--- src/rtl/imm_load_expander.sv ---
// imm_load_expander: rebuilds a 32-bit constant in a register using the shortest
// addiu / ori / lui(+ori) sequence, with valid/ready handshakes on both sides.
module imm_load_expander #(
    parameter int CNT_W = 16
) (
    input  logic             CLK,
    input  logic             Reset,
    input  logic             InValid,
    output logic             InReady,
    input  logic [31:0]      Value,
    input  logic [4:0]       Rt,
    output logic             OutValid,
    input  logic             OutReady,
    output logic [31:0]      Instr,
    output logic             Last,
    output logic [CNT_W-1:0] WordCnt,
    output logic [CNT_W-1:0] PairCnt
);
    typedef enum logic [1:0] {IDLE, EMIT1, EMIT2} state_t;

    state_t           state_q, state_d;
    logic [31:0]      v_q, v_d;
    logic [4:0]       rt_q, rt_d;
    logic [CNT_W-1:0] word_cnt_q, word_cnt_d, pair_cnt_q, pair_cnt_d;
    logic             sext, zext, pair, fire, done, accept;

    function automatic logic is_pair(input logic [31:0] v);
        return !(&v[31:15] || ~|v[31:15] || (v[31:16] == 16'd0 && v[15]) || v[15:0] == 16'd0);
    endfunction

    assign sext   = &v_q[31:15] || ~|v_q[31:15];
    assign zext   = v_q[31:16] == 16'd0 && v_q[15];
    assign pair   = is_pair(v_q);
    assign fire   = OutValid && OutReady;
    assign done   = fire && Last;
    assign InReady = state_q == IDLE || done;
    assign accept = InValid && InReady;

    always_ff @(posedge CLK or negedge Reset) begin
        if (!Reset) begin
            state_q    <= IDLE;
            v_q        <= '0;
            rt_q       <= '0;
            word_cnt_q <= '0;
            pair_cnt_q <= '0;
        end else begin
            state_q    <= state_d;
            v_q        <= v_d;
            rt_q       <= rt_d;
            word_cnt_q <= word_cnt_d;
            pair_cnt_q <= pair_cnt_d;
        end
    end

    // A finished word with a waiting request skips IDLE entirely.
    always_comb begin
        state_d    = accept ? EMIT1 : done ? IDLE : (fire && state_q == EMIT1) ? EMIT2 : state_q;
        v_d        = accept ? Value : v_q;
        rt_d       = accept ? Rt : rt_q;
        word_cnt_d = (fire && !(&word_cnt_q)) ? word_cnt_q + CNT_W'(1) : word_cnt_q;
        pair_cnt_d = (accept && is_pair(Value) && !(&pair_cnt_q)) ? pair_cnt_q + CNT_W'(1) : pair_cnt_q;
    end

    always_comb begin
        OutValid = state_q != IDLE;
        Last     = state_q == EMIT2 || (state_q == EMIT1 && !pair);
        Instr    = state_q == IDLE  ? 32'd0 :
                   state_q == EMIT2 ? {6'b001101, rt_q, rt_q, v_q[15:0]} :
                   sext             ? {6'b001001, 5'd0, rt_q, v_q[15:0]} :
                   zext             ? {6'b001101, 5'd0, rt_q, v_q[15:0]} :
                                      {6'b001111, 5'd0, rt_q, v_q[31:16]};
    end

    assign WordCnt = word_cnt_q;
    assign PairCnt = pair_cnt_q;
endmodule

--- config.mk ---
export PLATFORM = sky130hd
export DESIGN_NAME = imm_load_expander
export DESIGN_NICKNAME = d
export VERILOG_FILES = /design/src/rtl/imm_load_expander.sv
export SDC_FILE = /design/constraint.sdc
export NUM_CORES = 1
export LEC_CHECK = 0
export CAP_MARGIN = 40
export CORE_MARGIN = 4
export CORE_UTILIZATION = 47
export CTS_BUF_LIST = sky130_fd_sc_hd__clkbuf_16
export DETAILED_ROUTE_END_ITERATION = 12
export GPL_TIMING_DRIVEN = 0
export MAX_ROUTING_LAYER = met4
export PLACE_DENSITY = 0.77
export SLEW_MARGIN = 15
export SYNTH_ARGS = -nofsm -noshare
export SYNTH_HDL_FRONTEND = slang
export SYNTH_SLANG_ARGS = --single-unit
export TNS_END_PERCENT = 50
--- constraint.sdc ---
create_clock -name CLK -period 2.9 [get_ports CLK]
set_clock_uncertainty 0.15 [all_clocks]
set_input_delay 0.58 -clock CLK [delete_from_list [all_inputs] [get_ports CLK]]
set_output_delay 0.58 -clock CLK [all_outputs]
set_load 0.05 [all_outputs]
==> flow_metrics.py <==
metrics = {
    "clock_tree": {
        "clk_latency_ns": 0.33,
        "clk_root_buffer_cell": "clkbuf_16",
        "numCtsBuffers": 9,
        "clkTransAtPathRegs_ns": 0.05,
        "cts_tree": "yes",
        "cts_buffer_depth": 2,
        "cts_sinks": 71,
        "htree_levels": 3,
        "postCtsHoldBufs": 0,
    },
    "critical_path": {
        "critPathArrivalTime_ns": 2.50,
        "startpoint": "v_q[25]$_DFFE_PN0P_",
        "endpoint_kind": "output port",
        "rr_startpoint": "v_q[17]$_DFFE_PN0P_",
        "crit_type": "register to output port",
        "cp-start-kind": "register",
        "worstPathRequired_ns": 2.17,
        "worst-path-max-fanout": 7,
    },
    "grt": {
        "grt_util_met2_pct": 37.2,
        "grtUsageTotal_pct": 23.7,
        "antenna_found_initial": 0,
        "met3_usage_pct": 3.39,
        "use_met1_pct": 30.6,
        "grt_first_pass_wirelength_um": 15900,
        "overflow": 0,
        "grt_pass1_vias": 3146,
        "busiest_layer": "met2",
        "grt_max_degree": 41,
    },
    "run_status": {
        "violations": "negative setup slack",
        "status": "finished, violations left",
    },
    "sta": {
        "fin_crit_sh_pct": 111,
        "finalHoldViolCount": 0,
        "setup_viol": 20,
        "worst_pin_slew_ns": 0.581,
        "max_freq_mhz": 309,
        "relSlewSlack_pct": 61.2,
        "fin_crit_ns": 3.23,
        "rsz0062_at_grt": "true",
        "slew_viol_final": 0,
        "finalWorstSetupSlack_ns": -0.333,
        "fin_setup_tns_ns": -4.70,
    },
    "yosys": {
        "ys_seq_elements": 71,
        "synth_flop_cell": "dfrtp_1",
        "syn-cell-area_um2": 3610,
        "ys_warn_count": 0,
        "synthArstFlopShare_pct": 100,
        "synth_edf_count": 0,
        "synth_cells": 322,
        "ys_seq_area_share_pct": 49.3,
        "ys_types": 37,
        "syn_area_per_cell_um2": 11.2,
    },
    "power_and_ir_drop": {
        "cell_internal_pwr_mw": 3.80,
        "clkPwrFrac_pct": 16.3,
        "netSwitchingPower_mw": 3.21,
        "pwr-share-seq_pct": 24.7,
        "p_sw_share_pct": 45.8,
        "comb_power_share_pct": 58.9,
        "power.leakage_nw": 2.37,
        "power-per-cell-area_nw_per_um2": 1260,
        "design_power_total_mw": 7.01,
        "max-vdd-ir-drop_mv": 0.884,
    },
    "final_layout": {
        "diodes": 0,
        "final_nets": 507,
        "drive_above_1_share_pct": 28.1,
        "fin_cells": 568,
        "syn_to_final_growth_pct": 53.8,
        "finish.instance_area_um2": 5550,
    },
    "placement": {
        "placed_area_um2": 4900,
        "hpwl_um": 6970,
        "dp.cells": 529,
        "pre_cts_ws_ns": -0.743,
        "port_buffers": 105,
        "gp_congestion": 0.866,
    },
    "floorplanning": {
        "rows": 31,
        "core_um2": 7370,
        "die_h_um": 95.6,
        "start_util_pct": 48.9,
        "die_w_um": 95.6,
        "die_area_um2": 9140,
        "ios": 108,
    },
    "flow_run": {
        "maxCapViolations": 0,
    },
    "routing": {
        "firstDrtPassIters": 4,
        "drcViolationCount": 0,
        "antenna_left": 0,
        "wire_per_inst_um": 18.0,
        "drt-initial-drc-count": 141,
        "post_drt_via_cell_ratio": 5.51,
        "wl_um": 10200,
        "vias": 3132,
    },
    "worst_hold_path": {
        "hp-class": "input port to asynchronous set/reset pin",
    },
}
worst max-delay path: stages, from the launching register on:
cell and delay [ns]:
dfrtp_1 0.40, nand4_1 0.19, or4_4 0.46, or2_4 0.25, and3_4 0.23, buf_12 0.16, mux2i_4 0.19, nor2_4 0.13
buf_8 0.16
synthesized netlist by cell type (3+ instances only):
| cell | number | share of area [%] |
|---|---|---|
| xnor2_1 | 18 | 4.4 |
| mux2_1 | 7 | 2.2 |
| and4_1 | 7 | 1.7 |
| inv_1 | 8 | 0.83 |
| dfrtp_1 | 71 | 49 |
| nor2_1 | 28 | 2.9 |
| mux2_2 | 31 | 9.7 |
| o21ai_0 | 3 | 0.42 |
| nor4_1 | 18 | 3.1 |
| nand3_1 | 10 | 1.4 |
| and2_1 | 7 | 1.2 |
| a211o_1 | 4 | 0.97 |
| buf_4 | 7 | 1.5 |
| nor2b_1 | 5 | 0.87 |
| xor2_1 | 12 | 2.9 |
| clkbuf_1 | 3 | 0.31 |
| nand4_1 | 20 | 3.5 |
| a21oi_1 | 3 | 0.42 |
| nand2_1 | 18 | 1.9 |
| mux2i_1 | 15 | 4.2 |
| and3_1 | 6 | 1.0 |
what timing repair did:
item	CTS	global route
cloned	1	0
endpoints found under the setup margin	31	21
setup buffers	15	8
gates resized for setup	160	10
pin swaps	5	10
cells by family after synthesis:
kind of cell             Yosys count  synth area share [%]
other                              1                 0.104
AND/OR/NAND/NOR                  125                  18.6
AO/OA/AOI/OAI                     19                  4.65
flip-flops                        71                  49.3
multiplexers                      53                  16.0
adder cells (fa/ha/maj)            2                 0.694
XOR/XNOR                          30                  7.28
buffers and inverters             21                  3.36
layer usage:
metal,vias to the layer above,routed length (um)
met2,114,5080
met4,0,231
met1,1542,4410
met5,-,0
li1,1452,-
met3,24,514
power by group through the flow:
stage	logic, mW	clock network (mW)	registers (mW)
2_1_floorplan	2.21	0	1.92
3_3_place_gp	3.46	0	1.72
3_5_place_dp	3.52	0	1.74
4_1_cts	4.00	1.16	1.71
5_1_grt	4.34	1.22	1.79
6_report	4.13	1.14	1.73
cells in the final DEF (no fill, tap or decap), types with 4 or more instances in the layout:
| master | n |
|---|---|
| nand3_1 | 10 |
| and2_1 | 7 |
| dlygate4sd2_1 | 12 |
| mux2_1 | 7 |
| inv_1 | 8 |
| buf_4 | 31 |
| clkbuf_16 | 9 |
| mux2i_1 | 7 |
| nor2_1 | 18 |
| clkdlybuf4s50_1 | 73 |
| a211o_1 | 4 |
| and3_1 | 5 |
| buf_6 | 18 |
| mux2i_4 | 7 |
| mux2_2 | 31 |
| xnor2_1 | 18 |
| nor4_1 | 16 |
| and4_1 | 7 |
| nor2_4 | 7 |
| nand4_1 | 20 |
| dfrtp_1 | 70 |
| nand2_1 | 18 |
| xor2_1 | 12 |
| nor2b_1 | 5 |
per-stage QoR:
stage	utilization [%]	hold WS, ns
after global placement	66.1	0.334
after global routing	75.3	0.119
after detailed placement	66.5	0.339
after CTS	74.2	0.0953
final	75.3	0.0823
after floorplan	-	0.134
final timing paths:
check                                              end  slack [ns]  depth (start not counted)
worst min-delay path               v_q[13]$_DFFE_PN0P_        0.08                          1
max in group asynchronous          v_q[15]$_DFFE_PN0P_        1.95                          2
worst max register to register     v_q[24]$_DFFE_PN0P_        0.10                         10
worst max-delay path                         Instr[10]       -0.33                          8
worst min register to register  WordCnt[5]$_DFFE_PN0P_        0.35                          1
min in group CLK                WordCnt[5]$_DFFE_PN0P_        0.35                          1
cell type report:
cell class / instances / area (um2)
Multi-Input combinational cell: 231 / 1910
Clock buffer: 9 / 225
Fill cell: 496 / 1820
Clock inverter: 7 / 87.6
Inverter: 8 / 30.0
Tap cell: 99 / 124
Sequential cell: 71 / 1780
Timing Repair Buffer: 131 / 1300
Buffer: 12 / 100
flip-flops by register name, summed over array words and instances, names as in the netlist:
signal	count
PairCnt	16
rt_q	5
WordCnt	16
state_q	2
v_q	32
Power figures use the tool's default switching activity.
